**config.mk**
```make
export PLATFORM = sky130hd
export DESIGN_NAME = leds_pattern_flat
export DESIGN_NICKNAME = d
export VERILOG_FILES = /design/src/rtl/leds_pkg.sv /design/src/rtl/leds_pattern_if.sv /design/src/rtl/leds_prescaler.sv /design/src/rtl/leds_pattern.sv /design/src/flat_wrapper.sv
export SDC_FILE = /design/constraint.sdc
export NUM_CORES = 1
export LEC_CHECK = 0
export BUFFER_PORTS_ARGS = -buffer_cell sky130_fd_sc_hd__buf_2
export CORE_UTILIZATION = 33
export CTS_CLUSTER_SIZE = 24
export DETAILED_ROUTE_END_ITERATION = 10
export SLEW_MARGIN = 20
export SYNTH_ARGS = -nofsm -noshare
export SYNTH_HDL_FRONTEND = slang
export SYNTH_SLANG_ARGS = --single-unit
export TNS_END_PERCENT = 100
```
**constraint.sdc**
```tcl
create_clock -name clk -period 2.8 [get_ports clk]
set_clock_uncertainty 0.05 [all_clocks]
set_input_delay 0.28 -clock clk [delete_from_list [all_inputs] [get_ports clk]]
set_output_delay 0.28 -clock clk [all_outputs]
set_load 0.02 [all_outputs]
```
**src/rtl/leds_pkg.sv**
```systemverilog
// Shared types and constants for the LED pattern engine and its users.
package leds_pkg;

  typedef enum logic [1:0] {
    STATIC = 2'd0,
    BLINK  = 2'd1,
    CHASE  = 2'd2,
    BOUNCE = 2'd3
  } mode_e;

  // Wide enough for any practical PWM width; users slice off what they need.
  localparam logic [15:0] DEFAULT_BRIGHTNESS = '1;

endpackage

```
**src/rtl/leds_pattern_if.sv**
```systemverilog
// Config and LED-drive bundle between the control logic and the pattern engine.
interface leds_pattern_if #(
  parameter int N_LEDS   = 4,
  parameter int PWM_BITS = 4
) ();
  import leds_pkg::*;

  logic                cfg_we;
  mode_e               mode;
  logic [N_LEDS-1:0]   pattern;
  logic [PWM_BITS-1:0] brightness;
  logic [N_LEDS-1:0]   led;
  logic                tick;

  modport master (output cfg_we, mode, pattern, brightness, input led, tick);
  modport slave  (input cfg_we, mode, pattern, brightness, output led, tick);

endinterface

```
**src/rtl/leds_prescaler.sv**
```systemverilog
// Free-running tick prescaler: pulses tick while the count sits at PRESCALE-1.
module leds_prescaler #(
  parameter int PRESCALE = 3_000_000
) (
  input  logic clk,
  input  logic rst_n,
  input  logic clr,
  output logic tick
);

  localparam int CW = (PRESCALE > 1) ? $clog2(PRESCALE) : 1;

  logic [CW-1:0] cnt_q, cnt_d;

  assign tick = (cnt_q == CW'(PRESCALE - 1));

  always_comb begin
    cnt_d = cnt_q + CW'(1);
    if (clr || tick) cnt_d = '0;
  end

  always_ff @(posedge clk or negedge rst_n) begin
    if (!rst_n) cnt_q <= '0;
    else        cnt_q <= cnt_d;
  end

endmodule

```
**src/rtl/leds_pattern.sv**
```systemverilog
// LED pattern engine: animates a loaded pattern per prescaled tick and dims it with PWM.
module leds_pattern
  import leds_pkg::*;
#(
  parameter int N_LEDS   = 4,
  parameter int PRESCALE = 3_000_000,
  parameter int PWM_BITS = 4
) (
  input logic            clk,
  input logic            rst_n,
  leds_pattern_if.slave  bus
);

  localparam logic [PWM_BITS-1:0] FULL_ON = DEFAULT_BRIGHTNESS[PWM_BITS-1:0];

  mode_e               mode_q, mode_d;
  logic [N_LEDS-1:0]   pat_q, pat_d;
  logic                phase_q, phase_d;
  logic                dir_q, dir_d;
  logic [PWM_BITS-1:0] pwm_q;
  logic [N_LEDS-1:0]   led_q, led_d;
  logic                tick_q, tick_d;
  logic                step;
  logic [N_LEDS-1:0]   disp;
  logic                pwm_on;

  leds_prescaler #(.PRESCALE(PRESCALE)) u_presc (
    .clk  (clk),
    .rst_n(rst_n),
    .clr  (bus.cfg_we),
    .tick (step)
  );

  // A config write wins over a coincident step, which is simply lost.
  always_comb begin
    mode_d  = mode_q;
    pat_d   = pat_q;
    phase_d = phase_q;
    dir_d   = dir_q;
    if (bus.cfg_we) begin
      mode_d  = bus.mode;
      pat_d   = bus.pattern;
      phase_d = 1'b1;
      dir_d   = 1'b0;
    end else if (step) begin
      case (mode_q)
        STATIC: pat_d = pat_q;
        BLINK:  phase_d = ~phase_q;
        CHASE:  pat_d = {pat_q[N_LEDS-2:0], pat_q[N_LEDS-1]};
        BOUNCE: begin
          if (!dir_q) begin
            if (pat_q[N_LEDS-1]) begin
              dir_d = 1'b1;
              pat_d = pat_q >> 1;
            end else begin
              pat_d = pat_q << 1;
            end
          end else begin
            if (pat_q[0]) begin
              dir_d = 1'b0;
              pat_d = pat_q << 1;
            end else begin
              pat_d = pat_q >> 1;
            end
          end
        end
        default: pat_d = pat_q;
      endcase
    end
  end

  always_comb begin
    disp   = ((mode_q == BLINK) && !phase_q) ? '0 : pat_q;
    pwm_on = (pwm_q < bus.brightness) || (bus.brightness == FULL_ON);
    led_d  = disp & {N_LEDS{pwm_on}};
    tick_d = step & ~bus.cfg_we;
  end

  always_ff @(posedge clk or negedge rst_n) begin
    if (!rst_n) begin
      mode_q  <= STATIC;
      pat_q   <= '0;
      phase_q <= 1'b0;
      dir_q   <= 1'b0;
      pwm_q   <= '0;
      led_q   <= '0;
      tick_q  <= 1'b0;
    end else begin
      mode_q  <= mode_d;
      pat_q   <= pat_d;
      phase_q <= phase_d;
      dir_q   <= dir_d;
      pwm_q   <= pwm_q + PWM_BITS'(1);
      led_q   <= led_d;
      tick_q  <= tick_d;
    end
  end

  assign bus.led  = led_q;
  assign bus.tick = tick_q;

endmodule

```
**src/flat_wrapper.sv**
```systemverilog
// flat-port wrapper written by rule: the top's interface ports become plain ports
module leds_pattern_flat import leds_pkg::*;
#(
  parameter int N_LEDS   = 4,
  parameter int PRESCALE = 3_000_000,
  parameter int PWM_BITS = 4
)
  (clk, rst_n, bus_cfg_we, bus_mode, bus_pattern, bus_brightness, bus_led, bus_tick);
  leds_pattern_if #(.N_LEDS(N_LEDS), .PWM_BITS(PWM_BITS)) bus_i ();
  input logic clk;
  input logic rst_n;
  input wire logic [$bits(bus_i.cfg_we)-1:0] bus_cfg_we;
  input wire logic [$bits(bus_i.mode)-1:0] bus_mode;
  input wire logic [$bits(bus_i.pattern)-1:0] bus_pattern;
  input wire logic [$bits(bus_i.brightness)-1:0] bus_brightness;
  output wire logic [$bits(bus_i.led)-1:0] bus_led;
  output wire logic [$bits(bus_i.tick)-1:0] bus_tick;
  assign bus_i.cfg_we = bus_cfg_we;
  assign bus_i.mode = bus_mode;
  assign bus_i.pattern = bus_pattern;
  assign bus_i.brightness = bus_brightness;
  assign bus_led = bus_i.led;
  assign bus_tick = bus_i.tick;
  leds_pattern #(.N_LEDS(N_LEDS), .PRESCALE(PRESCALE), .PWM_BITS(PWM_BITS)) u_core (.clk(clk), .rst_n(rst_n), .bus(bus_i));
endmodule
```
# Word level (Yosys, flattened, before mapping)

Index checks and enable logic that the tools add are counted.

Logic and storage cells: 48
Register bits: 39

Reduce and logical (&&, ||, !) cells: 11
Bitwise gates (word level): 4
Add/subtract/negate cells: 2
Multiplexer cells: 17
$lt $le $gt $ge: 1
Equality and inequality tests: 5

Operator list:

| kind                    | number |
|---|---|
| $mux W4                 | 6 |
| $add A22 B1 Y22 const B | 1 |
| $eq A22 B22 Y1 const B  | 1 |
| $mux W22                | 1 |
| $mux W1                 | 9 |
| $pmux W4 S2             | 1 |
| $reduce_and A2 Y1       | 3 |
| $reduce_bool A2 Y1      | 3 |
| $add A4 B1 Y4 const B   | 1 |
| $and A4 B4 Y4           | 1 |
| $eq A2 B2 Y1 const B    | 2 |
| $eq A4 B4 Y1 const B    | 1 |
| $lt A4 B4 Y1            | 1 |
| $reduce_bool A3 Y1      | 1 |
| $eq A2 B1 Y1 const B    | 1 |
| $logic_or A1 B1 Y1      | 2 |
| $not A1 Y1              | 2 |
| $and A1 B1 Y1           | 1 |
| $logic_and A1 B1 Y1     | 1 |
| $logic_not A1 Y1        | 1 |

# Longest topological paths before layout

Gate-level depths: netlist of the first run.

Depth in word-level cells: 5
Mapped depth: 6
Mapped depth without buffers: 5

# Hierarchy

Synthesis of the first run repeated with hierarchy kept, for this count alone.

Cells, all modules: 207
Area total of the unflattened synthesis: 2005.7 µm²

Modules (own cells, without submodules):

| module         | cells each | times used | area an instance (µm²) | sequential area each (µm²) |
|---|---|---|---|---|
| leds_prescaler | 121        | 1          | 1142.3                 | 550.5 |
| leds_pattern   | 86         | 1          | 863.3                  | 425.4 |

# Worst setup path after synthesis of the first run

No wires, ideal clock.

Path kind: register to register
Start: reg u_core.u_presc.cnt_q[12]
End: reg u_core.pat_q[3]
Path buffers: 1
Data arrival time: 2.199 ns
Setup slack: 0.427 ns
Stages on the path, launching flop included: 6
Clock period less this slack: 2.373 ns
Cells stage by stage: dfrtp_1 -> or4b_1 -> or4_4 -> buf_6 -> o21ai_0 -> mux2_2

Word-level cells in the longest chain between the ends: 3

RTL lines:

| element                             | RTL line             | source |
|---|---|---|
| start: declaration                  | leds_prescaler.sv:13 | `logic [CW-1:0] cnt_q, cnt_d;` |
| start signal: assignment            | leds_prescaler.sv:24 | `else cnt_q <= cnt_d;` |
| $eq A22 B22 Y1                      | leds_prescaler.sv:15 | `assign tick = (cnt_q == CW'(PRESCALE - 1));` |
| $reduce_bool A2 Y1 (no source line) | n/a                  |  |
| $reduce_and A2 Y1 (no source line)  | n/a                  |  |
| end signal: assignment              | leds_pattern.sv:90   | `pat_q <= pat_d;` |
| end: declaration                    | leds_pattern.sv:17   | `logic [N_LEDS-1:0] pat_q, pat_d;` |

No other way between the ends.
A chain may end at the register's enable or synchronous reset.

# Final worst setup path of the first run

Same ends and word-level chain as after synthesis.

==> flow_summary_export.csv, run 1 <==
group,metric,value,unit
power_and_ir_drop,power_switching,0.278,mW
detailed_routing,routedWlPerCell,12.9,um
synthesis,synth_warnings,0,
power_and_ir_drop,peakVddDrop,0.000204,V
power_and_ir_drop,seq_power_share,55.3,%
worst_setup_path,cp_max_fo,11,
power_and_ir_drop,power_density,494,nW/um^2
placement,io_buffers,17,
detailed_routing,final_antenna_net_count,0,
status,status,"finished clean",
worst_setup_path,setup.worst_path.start,"u_core.u_presc.cnt_q[12]$_DFF_PN0_",
placement,dp_cells,286,
worst_setup_path,end_kind,"flop",
synthesis,ys_seq_area_share,49.3,%
synthesis,syn_nets,220,
power_and_ir_drop,clkPwrFrac,35.6,%
synthesis,synth_cells,202,
floorplan,die_w,79.5,um
placement,dpl.hpwl,2600,um
global_route,grt_pass1_vias,1505,
sta,slew_headroom,43.9,%
detailed_routing,drt_iter0_drc,121,
cells_and_area,antenna-diode-count,0,
sta,setup_viol,0,
floorplan,core_area,5640,um^2
synthesis,postSynthAreaPerCell,9.81,um^2
cts,cts-buffers-inserted,5,
floorplan,die_y,79.5,um
cts,clkTransAtPathRegs,80,ps
cells_and_area,fin_util,39.3,%
sta,period_minus_slack,2420,ps
sta,tightestPinTransition,841,ps
synthesis,ys_ff_latch,39,
cts,cts.sinks,39,
cells_and_area,final_cells,293,
synthesis,ys.flop_type,"dfrtp_1",
sta,fin_crit_sh,86.6,%
cells_and_area,layout.nets,239,
floorplan,initial_utilization,35.1,%
cts,clockRootBuffer,"clkbuf_8",
worst_setup_path,required,2940,ps
detailed_routing,wl,3790,um
cts,postCtsSetupBuffers,0,
placement,place.gp.congestion,0.825,
synthesis,synth_edf_count,0,
worst_setup_path,worstPathArrival,2560,ps
worst_setup_path,critPathKind,"flop to flop",
detailed_routing,vias,1496,
synthesis,syn_area,1980,um^2
floorplan,pin_count,18,
floorplan,die_area,6320,um^2
cts,ctsResizeCount,0,
power_and_ir_drop,switching_share,25.4,%
power_and_ir_drop,p_leak,0.919,nW
detailed_routing,firstDrtPassIters,4,
sta,rsz0062_at_grt,"no",
worst_setup_path,cp-start-kind,"flop",
global_route,antenna_found_initial,0,
global_route,grt_pass1_wl,6750,um
global_route,gr-total-overflow,0,
flow_run,drv_cap,0,
detailed_routing,drc,0,
cells_and_area,final_layout_size_suffix_gt1_share,13.6,%
detailed_routing,viasPerCell,5.11,
sta,setup_tns,0,ps
global_route,grt_start_max_net_pins,40,
synthesis,synthArstFlopShare,100,%
cts,clock_latency,300,ps
hold_path,holdCritPathClass,"primary input to async pin",
cells_and_area,area_growth,12.0,%
sta,maxSlewViolCount,0,
cts,htree_levels,2,
cts,cts_hold_buf,0,
cts,cts_tree,"built",
power_and_ir_drop,power_frac_comb,9.1,%
synthesis,ys_types,36,
global_route,grtUsageTotal,13.9,%
worst_setup_path,worstReg2RegStart,"u_core.u_presc.cnt_q[12]$_DFF_PN0_",
cts,cts.path.max_buffers,2,
sta,max_freq,413,MHz
floorplan,rows,27,
sta,hold_viol_final,0,
power_and_ir_drop,p_int,0.818,mW
synth_stat cells (3+ instances only):
| library cell | n | area share [%] |
|---|---|---|
| nand2_1 | 11 | 2.1 |
| o21ai_0 | 8 | 2.0 |
| a211oi_1 | 4 | 1.5 |
| xor2_1 | 3 | 1.3 |
| or4_1 | 9 | 3.4 |
| ha_1 | 5 | 3.2 |
| nor3_1 | 5 | 1.3 |
| or3_1 | 5 | 1.6 |
| nand3_1 | 13 | 3.3 |
| nand4_1 | 4 | 1.3 |
| mux2_2 | 3 | 1.7 |
| xnor2_1 | 11 | 4.9 |
| a21oi_1 | 13 | 3.3 |
| o31ai_1 | 6 | 2.3 |
| nor2_1 | 20 | 3.8 |
| clkbuf_1 | 3 | 0.57 |
| dfrtp_1 | 39 | 49 |
| inv_1 | 13 | 2.5 |
state kept, by name, indices dropped and copies added (netlist names):
register	flops
u_core.bus.led	4
u_core.bus.tick	1
u_core.dir_q	1
u_core.mode_q	2
u_core.pat_q	4
u_core.phase_q	1
u_core.pwm_q	4
u_core.u_presc.cnt_q	22
cell families after synthesis:
group           synth area share, %
compound gates                 11.7
xor+xnor                       6.19
fa+ha+maj                      3.16
buf+inv                        4.11
flops                          49.3
mux                            2.72
simple gates                   22.8
metrics by stage:
stage | power (mW) | hold WS [ps] | setup WS (ps) | cell area (um^2)
after floorplan | 0.676 | -65.6 | 427 | 1980
after global placement | 0.718 | 385 | 418 | 2130
after detailed placement | 0.720 | 392 | 374 | 2130
after CTS | 1.11 | 69.5 | 372 | 2220
after global routing | 1.15 | 115 | 281 | 2220
final | 1.10 | 35.2 | 376 | 2220
critical path, cell delays in order (launching register included):
cell	delay [ps]
dfrtp_1	430
or4b_1	540
or4_4	590
o21ai_0	320
mux2_2	380
power by group through the flow:
stage	Combinational (mW)	Clock [mW]	Sequential (mW)
after floorplan	0.0536	0	0.623
after global placement	0.101	0	0.617
after detailed placement	0.102	0	0.618
after CTS	0.102	0.400	0.607
after global routing	0.114	0.430	0.610
final	0.100	0.390	0.607
routing by layer:
layer  track usage (%)  wire (um)  vias up
li1                  -          -      773
met1              18.1       1950      698
met2              21.4       1670       20
met3              4.11        114        5
met4              5.45         58        0
met5                 0          0        -
final timing paths:
kind | end | slack (ps) | depth (start not counted)
setup / recovery | u_core.pat_q[3]$_DFFE_PN0P_ | 380 | 4
hold / removal | u_core.u_presc.cnt_q[0]$_DFF_PN0_ | 40 | 1
setup reg to reg | u_core.pat_q[3]$_DFFE_PN0P_ | 380 | 4
hold reg to reg | u_core.pwm_q[3]$_DFF_PN0_ | 420 | 1
max in group asynchronous | u_core.mode_q[1]$_DFFE_PN0P_ | 2140 | 1
min in group clk | u_core.mode_q[0]$_DFFE_PN0P_ | 160 | 2
final cells by class:
type                    instances  area (um^2)
well taps                      72         90.1
fillers                       552         3420
clock buffers                   6         82.6
flip-flops and latches         39          976
multi-input cells             144          923
repair buffers                 18         92.6
clock inverters                 1         5.00
inverters                      13         48.8
cells in the final DEF, fill, tap and decap left out, types with 3 or more instances in the layout:
master    netlist  routed
a21oi_1        13      13
clkbuf_8        0       6
o31ai_1         6       6
or4_1           9       9
xor2_1          3       3
nand2_1        11      11
or3_1           5       5
a211oi_1        4       4
mux2_2          3       3
xnor2_1        11      11
nand3_1        13      13
dfrtp_1        39      39
ha_1            5       5
nor2_1         20      20
nand4_1         4       4
inv_1          13      13
o21ai_0         8       8
buf_2           2      17
nor3_1          5       5
No activity file was read; power rests on OpenSTA's default activity.
==> run 2, diff against run 1 <==
clock period = 2.1 ns   (was 2.8 ns; I/O delays follow)
==> run 2 against run 1 <==
Against the previous run: the flow now finishes with violations (negative setup slack); first-iteration DRC count down 39%; maximum frequency up 11%; non-clock buffer count up 21; clock power up 28%; sequential power up 33%; die area unchanged; critical path depth unchanged; largest power group unchanged.
==> flow_summary_export.csv, run 2 (synthesized netlist as in run 1, its figures left out) <==
group,metric,value,unit
worst_setup_path,worstPathArrival,2350,ps
worst_setup_path,path_delay_family,"simple AND/OR/NAND/NOR gates",
detailed_routing,vias,1661,
cells_and_area,layout.nets,261,
power_and_ir_drop,power_density,601,nW/um^2
status,violations,"negative setup slack",
power_and_ir_drop,p_leak,1.03,nW
global_route,grt_pass1_vias,1659,
detailed_routing,viasPerCell,5.26,
flow_run,drv_cap,0,
floorplan,die_w,79.5,um
cts,cts-buffers-inserted,5,
sta,max_freq,459,MHz
cts,htree_levels,2,
global_route,grt_pass1_wl,7320,um
detailed_routing,drc,0,
power_and_ir_drop,peakVddDrop,0.000415,V
cts,clkTransAtPathRegs,80,ps
worst_setup_path,max_stage_delay,580,ps
detailed_routing,drt_iter0_drc,74,
global_route,gr-total-overflow,0,
cells_and_area,final_cell_mix,"39 x dfrtp_1, 20 x nor2_1, 20 x buf_4",
detailed_routing,final_antenna_net_count,0,
cts,clockRootBuffer,"clkbuf_8",
worst_setup_path,cp_max_fo,6,
cts,cts.sinks,39,
hold_path,holdCritPathClass,"primary input to flop",
sta,setup_viol,28,
status,status,"finished, violations left",
floorplan,pin_count,18,
placement,dp_cells,305,
placement,place.gp.congestion,0.802,
worst_setup_path,critPathSlowestCell,"or4_4",
worst_setup_path,end_kind,"flop",
cells_and_area,regArea,976,um^2
sta,fin_crit_sh,104,%
placement,dpl.hpwl,2990,um
detailed_routing,routedWlPerCell,13.5,um
sta,maxSlewViolCount,0,
cells_and_area,largest_register_ffs,22,
cts,clock_latency,300,ps
cells_and_area,area_growth,22.7,%
worst_setup_path,path_cells,"or4bb_1 > or4_4 > or4_1 > a31oi_1",
worst_setup_path,cp-start-kind,"flop",
cts,cts_tree,"built",
cells_and_area,antenna-diode-count,0,
cells_and_area,final_common_cell,"dfrtp_1",
detailed_routing,wl,4280,um
cells_and_area,final_layout_size_suffix_gt1_share,22.5,%
floorplan,die_y,79.5,um
worst_setup_path,crit_buf_inv,0,
global_route,antenna_found_initial,0,
floorplan,core_area,5640,um^2
placement,io_buffers,17,
cts,cts.path.max_buffers,2,
cells_and_area,multi_input_area,965,um^2
sta,hold_viol_final,0,
floorplan,initial_utilization,35.1,%
global_route,grt_start_max_net_pins,24,
detailed_routing,firstDrtPassIters,5,
cells_and_area,regMostFlops,"u_core.u_presc.cnt_q",
power_and_ir_drop,p_total,1.46,mW
sta,slew_headroom,72.4,%
sta,holdWs,89.4,ps
sta,tightestPinTransition,410,ps
worst_setup_path,critPathKind,"flop to flop",
global_route,grtUsageTotal,14.9,%
floorplan,die_area,6320,um^2
sta,period_minus_slack,2180,ps
cells_and_area,fillCellCount,565,
placement,pre_cts_ws,-88.7,ps
cells_and_area,final_cells,316,
sta,rsz0062_at_grt,"yes",
floorplan,rows,27,
worst_setup_path,required,2280,ps
sta,setup_slack,-76.4,ps
==> run 2: cell count changes in the layout (fill, tap and decap cells not counted), sizes merged <==
cell and change:
buf +20, clkinvlp +1, dlygate4sd3 +1, or4 +1
==> run 2: per-stage QoR <==
step / util (%) / area [um^2] / setup TNS (ps)
2_1_floorplan: - / 1990 / -1280
3_3_place_gp: 40.6 / 2290 / -77.2
3_5_place_dp: 40.6 / 2290 / -1310
4_1_cts: 42.8 / 2410 / -1450
5_1_grt: 43.1 / 2430 / -3230
6_report: 43.1 / 2430 / -1330
==> run 2: per-layer routing <==
metal / up-vias / global-route usage [%] / part of all wire, %
met4: 0 / 4.36 / 0.68
met2: 34 / 26.0 / 49
met3: 4 / 3.43 / 3.6
li1: 817 / - / -
met1: 806 / 18.1 / 47
met5: - / 0 / 0
==> run 2: cell type report <==
class	instances	share of cell area, %
Multi-Input combinational cell	145	39.7
Clock inverter	2	0.515
Clock buffer	6	2.99
Tap cell	72	3.71
Inverter	13	2.01
Timing Repair Buffer	39	10.9
Sequential cell	39	40.2
==> run 2: repair_timing <==
item                                   in CTS  in global routing
buffers inserted                            1                  0
pin swaps                                   0                  1
resized for setup                           3                  3
hold buffers                                1                  0
setup endpoints to repair                  28                 28
gates cloned                                1                  0
endpoints found under the hold margin      16                  0
==> run 2: report_power, final <==
group,leakage (nW),switching (mW),internal [mW]
Clock,0.0412,0.268,0.232
Sequential,0.509,0.0292,0.780
Combinational,0.483,0.0870,0.0636
==> run 2: path summary, 6_finish.rpt <==
path	start	endpoint	slack [ps]	cells past startpoint
max	u_core.u_presc.cnt_q[13]$_DFF_PN0_	u_core.pat_q[2]$_DFFE_PN0P_	-80	4
min	bus_mode[1]	u_core.mode_q[1]$_DFFE_PN0P_	90	2
max reg2reg	u_core.u_presc.cnt_q[13]$_DFF_PN0_	u_core.pat_q[2]$_DFFE_PN0P_	-80	4
min reg2reg	u_core.pwm_q[0]$_DFF_PN0_	u_core.pwm_q[0]$_DFF_PN0_	430	1
max in group asynchronous	rst_n	u_core.u_presc.cnt_q[1]$_DFF_PN0_	1030	3
min in group asynchronous	rst_n	u_core.pat_q[3]$_DFFE_PN0P_	310	2
==> run 2: worst reg2reg max path: stages (launching register included) <==
cell,delay [ps]
dfrtp_1,380
or4bb_1,530
or4_4,580
or4_1,410
a31oi_1,170
==> run 3, diff against run 2 <==
CORE_UTILIZATION = 53   (was 33)
PLACE_DENSITY = 0.75   (was default)
==> run 3 against run 2 <==
Against the previous run: critical path type unchanged; critical path depth unchanged; largest power group unchanged; the run still ends with negative setup slack left; sequential power barely moved; maximum frequency fell by 4.5%.
==> flow_summary_export.csv, run 3 (synthesized netlist as in run 1, its figures left out) <==
group,metric,value,unit
worst_setup_path,crit_buf_inv,0,
floorplan,die_y,63.1,um
power_and_ir_drop,peakVddDrop,0.000482,V
cts,clock_latency,300,ps
global_route,grt_start_max_net_pins,40,
worst_setup_path,path_delay_family,"simple AND/OR/NAND/NOR gates",
cts,clockRootBuffer,"clkbuf_8",
cells_and_area,layout.nets,260,
detailed_routing,wl,4360,um
detailed_routing,viasPerCell,5.79,
worst_setup_path,max_stage_delay,570,ps
detailed_routing,drc,0,
worst_setup_path,critPathKind,"flop to flop",
worst_setup_path,critPathSlowestCell,"or4_4",
floorplan,die_area,3990,um^2
detailed_routing,drt_iter0_drc,126,
global_route,grtUsageTotal,24.2,%
power_and_ir_drop,p_total,1.61,mW
sta,hold_viol_final,0,
cells_and_area,area_growth,22.4,%
cells_and_area,regArea,976,um^2
cells_and_area,multi_input_area,963,um^2
placement,place.gp.congestion,0.861,
sta,max_freq,439,MHz
cts,cts.path.max_buffers,2,
detailed_routing,final_antenna_net_count,0,
cells_and_area,final_common_cell,"dfrtp_1",
placement,dpl.hpwl,2950,um
sta,period_minus_slack,2280,ps
power_and_ir_drop,power_frac_comb,9.3,%
detailed_routing,routedWlPerCell,15.1,um
cts,cts-buffers-inserted,5,
global_route,antenna_found_initial,0,
worst_setup_path,end_kind,"flop",
cells_and_area,antenna-diode-count,0,
power_and_ir_drop,seq_power_share,50.4,%
sta,maxSlewViolCount,0,
sta,tightestPinTransition,857,ps
worst_setup_path,cp-start-kind,"flop",
cts,clkTransAtPathRegs,80,ps
hold_path,holdCritPathClass,"primary input to flop",
power_and_ir_drop,power_switching,0.383,mW
worst_setup_path,cp_max_fo,5,
cells_and_area,fillCellCount,264,
placement,dp_cells,277,
detailed_routing,vias,1673,
flow_run,drv_cap,0,
cts,htree_levels,2,
status,status,"finished, violations left",
global_route,grt_pass1_vias,1785,
power_and_ir_drop,p_int,1.23,mW
power_and_ir_drop,p_leak,1.05,nW
worst_setup_path,required,2260,ps
global_route,gr-total-overflow,0,
floorplan,rows,21,
floorplan,core_area,3470,um^2
cells_and_area,largest_register_ffs,22,
worst_setup_path,path_cells,"or4b_4 > or4_4 > or4_4 > a31oi_1",
detailed_routing,firstDrtPassIters,4,
worst_setup_path,worstPathArrival,2440,ps
cells_and_area,final_cell_mix,"39 x dfrtp_1, 20 x nor2_1, 18 x buf_4",
global_route,grt_pass1_wl,7370,um
floorplan,die_w,63.1,um
sta,fin_crit_sh,109,%
status,violations,"negative setup slack",
cts,cts_tree,"built",
cells_and_area,final_layout_size_suffix_gt1_share,23.5,%
cells_and_area,fin_util,69.9,%
power_and_ir_drop,power_density,664,nW/um^2
sta,setup_slack,-180,ps
placement,io_buffers,17,
floorplan,initial_utilization,57.1,%
floorplan,pin_count,18,
sta,slew_headroom,42.8,%
power_and_ir_drop,switching_share,23.8,%
cells_and_area,final_cells,289,
cts,cts.sinks,39,
worst_setup_path,timing.critical_path.mode_cell,"or4_4",
sta,rsz0062_at_grt,"yes",
sta,setup_viol,27,
power_and_ir_drop,clkPwrFrac,40.3,%
cells_and_area,regMostFlops,"u_core.u_presc.cnt_q",
run 3: power by group through the flow:
stage	combinational (mW)	sequential (mW)	clock (mW)
final	0.150	0.811	0.648
after detailed placement	0.144	0.824	0
after global routing	0.165	0.815	0.691
after floorplan	0.0732	0.830	0
after global placement	0.138	0.821	0
after CTS	0.148	0.810	0.660
run 3: per-layer routing:
layer / part of all wire (%) / track usage (%)
met5: 0 / 0
met4: 2.8 / 13.1
met3: 3.9 / 7.43
met2: 50 / 40.9
met1: 44 / 27.0
run 3: path summary, 6_finish.rpt:
path                                                   start                                  to  slack [ps]  cells after the start
setup / recovery           u_core.u_presc.cnt_q[8]$_DFF_PN0_         u_core.pat_q[1]$_DFFE_PN0P_        -180                      4
hold / removal                                   bus_mode[0]        u_core.mode_q[0]$_DFFE_PN0P_          90                      2
setup reg to reg           u_core.u_presc.cnt_q[8]$_DFF_PN0_         u_core.pat_q[1]$_DFFE_PN0P_        -180                      4
hold reg to reg                    u_core.pwm_q[3]$_DFF_PN0_           u_core.pwm_q[3]$_DFF_PN0_         430                      1
max in group asynchronous                              rst_n  u_core.u_presc.cnt_q[16]$_DFF_PN0_         950                      2
min in group asynchronous                              rst_n           u_core.pwm_q[1]$_DFF_PN0_         510                      2
run 3: repair_timing:
| action | in CTS | in global routing |
|---|---|---|
| resized for setup | 5 | 3 |
| pin swaps | 5 | 1 |
| endpoints found under the setup margin | 28 | 28 |
| cloned | 1 | 0 |
| buffers inserted | 1 | 1 |
| hold buffers | 1 | 0 |
| hold endpoints to repair | 39 | 0 |
run 3: stage by stage:
stage               hold slack [ps]  setup slack, ps  setup TNS, ps  cell area, um^2
global route                   94.9             -201          -2980             2420
CTS                            84.7             -133          -1460             2400
detailed placement              314             -131          -1270             2240
global placement                299            -9.35          -18.2             2240
finish                         89.0             -180          -1630             2420
floorplan                      -136             -108          -1280             1990
run 3: cell type report:
cell class | instances | share of cell area, %
Clock buffer | 6 | 3.41
Inverter | 13 | 2.01
Timing Repair Buffer | 38 | 10.8
Multi-Input combinational cell | 145 | 39.7
Sequential cell | 39 | 40.2
Tap cell | 46 | 2.37
Clock inverter | 2 | 1.44
